===== src/rtl/multiexp_chunk_sequencer_pkg.sv =====
// -----------------------------------------------------------------------------
// multiexp_ctrl_pkg
// Shared types and helpers for the multiexp chunk sequencer.
//   seq_state_t        : sequencer FSM states
//   C_CHUNK_BYTES_DFLT : default maximum bytes per datapath transfer
//   min_chunk()        : size of the next chunk given the bytes still to move
// -----------------------------------------------------------------------------
package multiexp_ctrl_pkg;

    typedef enum logic [1:0] {
        IDLE  = 2'd0,
        ISSUE = 2'd1,
        WAIT  = 2'd2,
        DONE  = 2'd3
    } seq_state_t;

    localparam int unsigned C_CHUNK_BYTES_DFLT = 4096;

    // Operands arrive zero-extended to 64 bits, so the compare gives the same
    // answer as a compare at the caller's native count width.
    function automatic logic [63:0] min_chunk(input logic [63:0] remaining,
                                              input logic [63:0] chunk_bytes);
        return (remaining < chunk_bytes) ? remaining : chunk_bytes;
    endfunction

endpackage


===== src/rtl/multiexp_chunk_sequencer_if.sv =====
// -----------------------------------------------------------------------------
// multiexp_chunk_sequencer_if
// Bundles the host control handshake and the datapath start/done handshake.
//   slave  modport : the sequencer (consumes ap_start/ctrl_*/dp_done)
//   master modport : the host + datapath side driving the sequencer
// -----------------------------------------------------------------------------
interface multiexp_chunk_sequencer_if #(
    parameter int C_M_AXI_ADDR_WIDTH = 64,
    parameter int C_XFER_SIZE_WIDTH  = 32,
    parameter int C_CNT_WIDTH        = 16
);
    logic                          ap_start;
    logic                          ap_done;
    logic                          ap_idle;
    logic [C_M_AXI_ADDR_WIDTH-1:0] ctrl_addr_offset;
    logic [C_XFER_SIZE_WIDTH-1:0]  ctrl_xfer_size_in_bytes;
    logic                          dp_start;
    logic [C_M_AXI_ADDR_WIDTH-1:0] dp_addr_offset;
    logic [C_XFER_SIZE_WIDTH-1:0]  dp_xfer_size_in_bytes;
    logic                          dp_done;
    logic [C_CNT_WIDTH-1:0]        chunk_count;

    modport slave (
        input  ap_start, ctrl_addr_offset, ctrl_xfer_size_in_bytes, dp_done,
        output ap_done, ap_idle, dp_start, dp_addr_offset, dp_xfer_size_in_bytes,
               chunk_count
    );

    modport master (
        output ap_start, ctrl_addr_offset, ctrl_xfer_size_in_bytes, dp_done,
        input  ap_done, ap_idle, dp_start, dp_addr_offset, dp_xfer_size_in_bytes,
               chunk_count
    );
endinterface


===== src/rtl/multiexp_chunk_sequencer.sv =====
// -----------------------------------------------------------------------------
// multiexp_chunk_sequencer
// Splits one host job (base address, total bytes) into transfers of at most
// C_CHUNK_BYTES, issuing one dp_start per chunk and waiting for dp_done before
// the next. ap_done pulses once the whole job has been retired.
// Ports:
//   aclk   : kernel clock
//   areset : synchronous, active-high reset
//   bus    : slave modport of multiexp_chunk_sequencer_if
//            (ap_start/ap_done/ap_idle, ctrl_*, dp_start/dp_*, dp_done,
//             chunk_count)
// All outputs are registered.
// -----------------------------------------------------------------------------
module multiexp_chunk_sequencer
    import multiexp_ctrl_pkg::*;
#(
    parameter int C_M_AXI_ADDR_WIDTH = 64,
    parameter int C_XFER_SIZE_WIDTH  = 32,
    parameter int C_CHUNK_BYTES      = C_CHUNK_BYTES_DFLT,
    parameter int C_CNT_WIDTH        = 16
) (
    input  logic                            aclk,
    input  logic                            areset,
    multiexp_chunk_sequencer_if.slave       bus
);

    localparam int AW = C_M_AXI_ADDR_WIDTH;
    localparam int XW = C_XFER_SIZE_WIDTH;
    localparam int CW = C_CNT_WIDTH;
    localparam logic [XW-1:0] CHUNK = XW'(C_CHUNK_BYTES);

    seq_state_t    r_state;
    seq_state_t    w_state_nxt;
    logic          w_load;      // job accepted this cycle
    logic          w_retire;    // current chunk completed this cycle

    logic [AW-1:0] r_next_addr;
    logic [XW-1:0] r_remaining;
    logic [AW-1:0] w_addr_add;
    logic [XW-1:0] w_rem_sub;
    logic [AW-1:0] w_addr_nxt;
    logic [XW-1:0] w_rem_nxt;
    logic [XW-1:0] w_chunk;

    logic          r_ap_done;
    logic          r_ap_idle;
    logic          r_dp_start;
    logic [AW-1:0] r_dp_addr;
    logic [XW-1:0] r_dp_xfer;
    logic [CW-1:0] r_cnt;

    // Retiring a chunk consumes exactly the size that was issued for it;
    // the address add wraps silently at AW bits.
    assign w_rem_sub  = r_remaining - r_dp_xfer;
    assign w_addr_add = r_next_addr + AW'(r_dp_xfer);

    assign w_rem_nxt  = w_load   ? bus.ctrl_xfer_size_in_bytes :
                        w_retire ? w_rem_sub : r_remaining;
    assign w_addr_nxt = w_load   ? bus.ctrl_addr_offset :
                        w_retire ? w_addr_add : r_next_addr;

    assign w_chunk = XW'(min_chunk(64'(w_rem_nxt), 64'(CHUNK)));

    always_comb begin
        w_state_nxt = r_state;
        w_load      = 1'b0;
        w_retire    = 1'b0;
        case (r_state)
            IDLE: begin
                if (bus.ap_start) begin
                    w_load      = 1'b1;
                    w_state_nxt = (bus.ctrl_xfer_size_in_bytes != '0) ? ISSUE : DONE;
                end
            end
            // dp_done during ISSUE belongs to nothing we issued; drop it.
            ISSUE: w_state_nxt = WAIT;
            WAIT: begin
                if (bus.dp_done) begin
                    w_retire    = 1'b1;
                    w_state_nxt = (w_rem_sub == '0) ? DONE : ISSUE;
                end
            end
            DONE:    w_state_nxt = IDLE;
            default: w_state_nxt = IDLE;
        endcase
    end

    always_ff @(posedge aclk) begin
        if (areset) begin
            r_state <= IDLE;
        end else begin
            r_state <= w_state_nxt;
        end
    end

    // Outputs are decoded from the next state so they line up with the
    // state they describe while still coming straight from flops.
    always_ff @(posedge aclk) begin
        if (areset) begin
            r_remaining <= '0;
            r_next_addr <= '0;
            r_ap_done   <= 1'b0;
            r_ap_idle   <= 1'b1;
            r_dp_start  <= 1'b0;
            r_dp_addr   <= '0;
            r_dp_xfer   <= '0;
            r_cnt       <= '0;
        end else begin
            r_remaining <= w_rem_nxt;
            r_next_addr <= w_addr_nxt;
            r_ap_done   <= (w_state_nxt == DONE);
            r_ap_idle   <= (w_state_nxt == IDLE);
            r_dp_start  <= (w_state_nxt == ISSUE);
            // dp_addr/dp_xfer only move on entry to ISSUE, so they stay
            // stable through WAIT until the datapath reports done.
            if (w_state_nxt == ISSUE) begin
                r_dp_addr <= w_addr_nxt;
                r_dp_xfer <= w_chunk;
            end
            if (w_load) begin
                r_cnt <= '0;
            end else if (w_retire && (r_cnt != '1)) begin
                r_cnt <= r_cnt + CW'(1);
            end
        end
    end

    assign bus.ap_done               = r_ap_done;
    assign bus.ap_idle               = r_ap_idle;
    assign bus.dp_start              = r_dp_start;
    assign bus.dp_addr_offset        = r_dp_addr;
    assign bus.dp_xfer_size_in_bytes = r_dp_xfer;
    assign bus.chunk_count           = r_cnt;

endmodule

===== src/flat_wrapper.sv =====
// flat-port wrapper written by rule: the top's interface ports become plain ports
module multiexp_chunk_sequencer_flat import multiexp_ctrl_pkg::*;
#(
    parameter int C_M_AXI_ADDR_WIDTH = 64,
    parameter int C_XFER_SIZE_WIDTH  = 32,
    parameter int C_CHUNK_BYTES      = C_CHUNK_BYTES_DFLT,
    parameter int C_CNT_WIDTH        = 16
)
  (aclk, areset, bus_ap_start, bus_ctrl_addr_offset, bus_ctrl_xfer_size_in_bytes, bus_dp_done, bus_ap_done, bus_ap_idle, bus_dp_start, bus_dp_addr_offset, bus_dp_xfer_size_in_bytes, bus_chunk_count);
  multiexp_chunk_sequencer_if #(.C_M_AXI_ADDR_WIDTH(C_M_AXI_ADDR_WIDTH), .C_XFER_SIZE_WIDTH(C_XFER_SIZE_WIDTH), .C_CNT_WIDTH(C_CNT_WIDTH)) bus_i ();
  input  logic aclk;
  input  logic areset;
  input wire logic [$bits(bus_i.ap_start)-1:0] bus_ap_start;
  input wire logic [$bits(bus_i.ctrl_addr_offset)-1:0] bus_ctrl_addr_offset;
  input wire logic [$bits(bus_i.ctrl_xfer_size_in_bytes)-1:0] bus_ctrl_xfer_size_in_bytes;
  input wire logic [$bits(bus_i.dp_done)-1:0] bus_dp_done;
  output wire logic [$bits(bus_i.ap_done)-1:0] bus_ap_done;
  output wire logic [$bits(bus_i.ap_idle)-1:0] bus_ap_idle;
  output wire logic [$bits(bus_i.dp_start)-1:0] bus_dp_start;
  output wire logic [$bits(bus_i.dp_addr_offset)-1:0] bus_dp_addr_offset;
  output wire logic [$bits(bus_i.dp_xfer_size_in_bytes)-1:0] bus_dp_xfer_size_in_bytes;
  output wire logic [$bits(bus_i.chunk_count)-1:0] bus_chunk_count;
  assign bus_i.ap_start = bus_ap_start;
  assign bus_i.ctrl_addr_offset = bus_ctrl_addr_offset;
  assign bus_i.ctrl_xfer_size_in_bytes = bus_ctrl_xfer_size_in_bytes;
  assign bus_i.dp_done = bus_dp_done;
  assign bus_ap_done = bus_i.ap_done;
  assign bus_ap_idle = bus_i.ap_idle;
  assign bus_dp_start = bus_i.dp_start;
  assign bus_dp_addr_offset = bus_i.dp_addr_offset;
  assign bus_dp_xfer_size_in_bytes = bus_i.dp_xfer_size_in_bytes;
  assign bus_chunk_count = bus_i.chunk_count;
  multiexp_chunk_sequencer #(.C_M_AXI_ADDR_WIDTH(C_M_AXI_ADDR_WIDTH), .C_XFER_SIZE_WIDTH(C_XFER_SIZE_WIDTH), .C_CHUNK_BYTES(C_CHUNK_BYTES), .C_CNT_WIDTH(C_CNT_WIDTH)) u_core (.aclk(aclk), .areset(areset), .bus(bus_i));
endmodule

===== config.mk =====
export PLATFORM = sky130hd
export DESIGN_NAME = multiexp_chunk_sequencer_flat
export DESIGN_NICKNAME = d
export VERILOG_FILES = /design/src/rtl/multiexp_chunk_sequencer_pkg.sv /design/src/rtl/multiexp_chunk_sequencer_if.sv /design/src/rtl/multiexp_chunk_sequencer.sv /design/src/flat_wrapper.sv
export SDC_FILE = /design/constraint.sdc
export NUM_CORES = 1
export LEC_CHECK = 0
export ABC_AREA = 1
export BUFFER_PORTS_ARGS = -buffer_cell sky130_fd_sc_hd__buf_2
export CAP_MARGIN = 10
export CORE_UTILIZATION = 50
export CTS_BUF_LIST = sky130_fd_sc_hd__clkbuf_4 sky130_fd_sc_hd__clkbuf_8 sky130_fd_sc_hd__clkbuf_16
export DETAILED_ROUTE_END_ITERATION = 10
export PLACE_DENSITY = 0.8
export SETUP_SLACK_MARGIN = 0.5
export SLEW_MARGIN = 5
export SYNTH_ARGS = -nofsm -noshare
export SYNTH_HDL_FRONTEND = slang
export SYNTH_SLANG_ARGS = --single-unit

===== constraint.sdc =====
create_clock -name aclk -period 3.1 [get_ports aclk]
set_clock_uncertainty 0.1 [all_clocks]
set_input_delay 0.62 -clock aclk [delete_from_list [all_inputs] [get_ports aclk]]
set_output_delay 0.62 -clock aclk [all_outputs]
set_load 0.01 [all_outputs]

==> summary.md <==
| Metric | Value |
|---|---|
| Total power | `9.73 mW` |
| Startpoint types | `register` |
| Buffers plus inverters on the worst setup path | `4` |
| Initial DRC count | `1603` |
| Fmax | `0.318 GHz` |
| Placed Cells | `3092` |
| Least-Margin Pin Slew | `0.771 ns` |
| Filler-free cell count of the finished design | `3183` |
| DR DRC count | `0` |
| CTS buffer count | `25` |
| Outcome | `finished with violations` |
| Leak | `9.90 nW` |
| Htree depth | `1` |
| Cell count after synthesis | `2408` |
| Failing checks | `setup timing` |
| Worst hold path class | `primary input to register` |
| Die Span Y | `172 um` |
| Top cell family by delay on the critical path | `simple AND/OR/NAND/NOR gates` |
| PortBufs | `214` |
| Routed Antenna Nets | `0` |
| Critical path required time | `3.47 ns` |
| # IOs | `215` |
| Setup crit end kind | `register` |
| Largest net degree at the start of global routing | `60` |
| Final setup margin | `-0.0404 ns` |
| Filler cells | `2344` |
| Yosys reg bits | `213` |
| Pwr Density | `481 nW/um^2` |
| Stages on worst setup path | `21` |
| Std cell rows | `61` |
| Clock Latency Late Sink | `0.56 ns` |
| FF+latch area | `4280 um^2` |
| Most frequent cells in the layout | `nand2_1, inv_1, nor2_1, buf_2, dfxtp_1` |
| GRT Overall Usage | `38.6%` |
| Core region area | `28200 um^2` |
| CP max-delay cell | `fa_2` |
| Syn_nets | `2574` |
| Initial core utilization | `51.5%` |
| Hold depth | `3` |
| Post-synth EDFFs | `0` |
| Vias/cell | `5.49` |
| Critical Path Most Common Cell | `nand3_2` |
| GRT overflow | `0` |
| CTS Buffer Depth | `3` |
| CTS tree | `built` |
| Vias in the first global route | `16300` |
| Die area | `29700 um^2` |
| Arr. time, crit path | `3.51 ns` |
| Clock Tree Root | `clkbuf_16` |
| Total Nets Final | `2952` |
| Hpwl dp | `42700 um` |
| Final setup viols | `21` |
| Final Cycle Share | `101%` |
| First-pass GRT wire length | `87400 um` |
| Max Cap Viol | `0` |
| Async S/R FF share, synth | `0%` |
| Most common cell after layout, fill and taps aside | `nand2_1` |
| Initial DRT Pass Iterations | `6` |
| Multi-input gate area | `10100 um^2` |
| Gpl congestion | `1.04` |
| Yosys warns | `0` |
| Crit path max fanout | `19` |
| Yosys cell types | `48` |
| Syn_area_per_cell | `6.02 um^2` |
| Final max-slew violation count | `0` |
| CP max stage delay | `0.35 ns` |
| Synth Cell Area | `14500 um^2` |
| Slew headroom | `47.9%` |
| End-of-flow core utilization | `71.9%` |
| Final hold violation count | `0` |
| RSZ-0062 raised after global routing | `yes` |
| Max VDD drop | `0.480 mV` |
| Layout cell share with drive strength beyond 1 | `29.5%` |
| Worst R2R Path Depth | `21` |
| Fin crit period | `3.14 ns` |
| Wire per inst | `18.8 um` |
| Primary FF master, synth | `dfxtp_1` |
| Worst-path cell chain | `inv_2 -> ha_4 -> inv_2 -> fa_2 -> nand3_2 -> nand3_4 -> nand2_4 -> nand2_8 -> xnor2_4 -> nand2_2 -> nor2_4 -> nand3_2 -> nor2_4 -> nand3_2 -> nand2_2 -> nand2_4 -> buf_4 -> nand3_2 -> nand2_2 -> buf_12 -> a21oi_2` |
| Clock sink count | `213` |
| Chip Width | `172 um` |
| Crit Path Category | `register to register` |
| Antenna violations before repair | `2` |
| Routed vias | `17500` |
| Register area share after synthesis | `29.4%` |
| CTS clk-pin slew, worst paths | `0.07 ns` |
| Synthesis-to-finish area growth | `39.7%` |
| Final wirelength | `59800 um` |
cells by family (layout without fill, tap and decap cells):
group / Yosys count / count (layout) / synth area share [%]
AO/OA/AOI/OAI: 330 / 330 / 12.5
XOR/XNOR: 44 / 44 / 2.66
adder cells (fa/ha/maj): 66 / 66 / 5.80
buffers and inverters: 466 / 861 / 12.8
flip-flops: 213 / 213 / 29.4
multiplexers: 8 / 8 / 0.553
other: 0 / 1 / 0
AND/OR/NAND/NOR: 1281 / 1282 / 36.2
state kept, by name, indices dropped and copies added (netlist names):
register	flops
u_core.r_state	2
u_core.bus.chunk_count	16
u_core.r_remaining	32
u_core.bus.ap_done	1
u_core.bus.dp_start	1
u_core.r_next_addr	64
u_core.bus.ap_idle	1
u_core.bus.dp_xfer_size_in_bytes	32
u_core.bus.dp_addr_offset	64
cell usage after synthesis, drive strengths merged, types with 2 or more instances:
cell type,count,share of area (%)
a21o,6,0.31
dfxtp,213,29
o211ai,7,0.36
nor3,32,1.1
o21a,2,0.10
nor2,319,8.3
a22o,7,0.42
inv,397,10
nor4,11,0.47
nand2,727,19
a21boi,5,0.26
ha,64,5.5
o21bai,10,0.52
a31o,6,0.36
nand3,132,4.7
nand3b,3,0.16
and2,3,0.13
buf,31,1.5
xnor2,7,0.42
a31oi,19,0.82
xor2,37,2.2
a22oi,2,0.10
and3,5,0.22
nand4,32,1.4
clkbuf,37,0.98
nor3b,4,0.21
fa,2,0.28
or2,12,0.52
mux2i,8,0.55
o21ai,134,4.6
a21oi,128,4.4
per-layer routing:
metal | track usage [%] | vias up | wire length [um]
li1 | - | 8335 | -
met1 | 49.9 | 8060 | 24900
met2 | 61.6 | 896 | 26700
met3 | 7.14 | 186 | 5210
met4 | 18.7 | 2 | 2970
met5 | 0 | - | 9
worst reg2reg max path, delay by kind of cell, from the launching register on:
kind / cells / cell delay, ns
and+or+nand+nor: 13 / 1.42
adders and majority gates: 2 / 0.47
buffers and inverters: 4 / 0.42
DFF: 1 / 0.32
xor gates and xnor gates: 1 / 0.18
AOI/OAI and AO/OA: 1 / 0.15
power by group:
part	total [mW]	internal, mW	switching [mW]
sequential	3.10	2.94	0.156
combinational	3.62	1.46	2.16
clock	3.01	1.73	1.28
total	9.73	6.13	3.60
what timing repair did:
item                                    4_1_cts  5_1_grt
hold buffers                                  0        0
gates cloned                                 10        3
gates resized for setup                     206      233
endpoints found under the setup margin      151      161
pin swaps                                    46       49
buffers inserted                             28        4
layout make-up:
cell class / instances / area share (%)
antenna: 1 / 0.0124
clock buffer: 35 / 3.58
clock inverter: 10 / 0.501
inverter: 398 / 7.40
multi-input combinational: 1730 / 49.9
sequential: 213 / 21.1
tap: 378 / 2.34
timing repair buffer: 418 / 15.2
metrics by stage:
step | cell area, um^2 | setup WS [ns] | hold slack (ns) | TNS, ns
detailed placement | 17000 | -0.362 | 0.351 | -28.17
global route | 20200 | -0.159 | 0.249 | -8.78
floorplan | 14500 | 0.484 | 0.386 | 0
finish | 20200 | -0.0404 | 0.233 | -0.379
CTS | 19300 | 0.0222 | 0.211 | 0
global placement | 17000 | -0.289 | 0.346 | -21.91
worst paths after layout:
path                                              startpoint                                           endpoint  slack, ns
setup reg to reg            u_core.r_remaining[0]$_SDFF_PP0_  u_core.bus.dp_xfer_size_in_bytes[19]$_SDFFE_PP0N_      -0.04
hold reg to reg   u_core.bus.dp_addr_offset[48]$_SDFFE_PP0N_         u_core.bus.dp_addr_offset[48]$_SDFFE_PP0N_       0.36
setup / recovery            u_core.r_remaining[0]$_SDFF_PP0_  u_core.bus.dp_xfer_size_in_bytes[19]$_SDFFE_PP0N_      -0.04
hold / removal                      bus_ctrl_addr_offset[51]                  u_core.r_next_addr[51]$_SDFF_PP0_       0.23
Power figures use the tool's default switching activity.
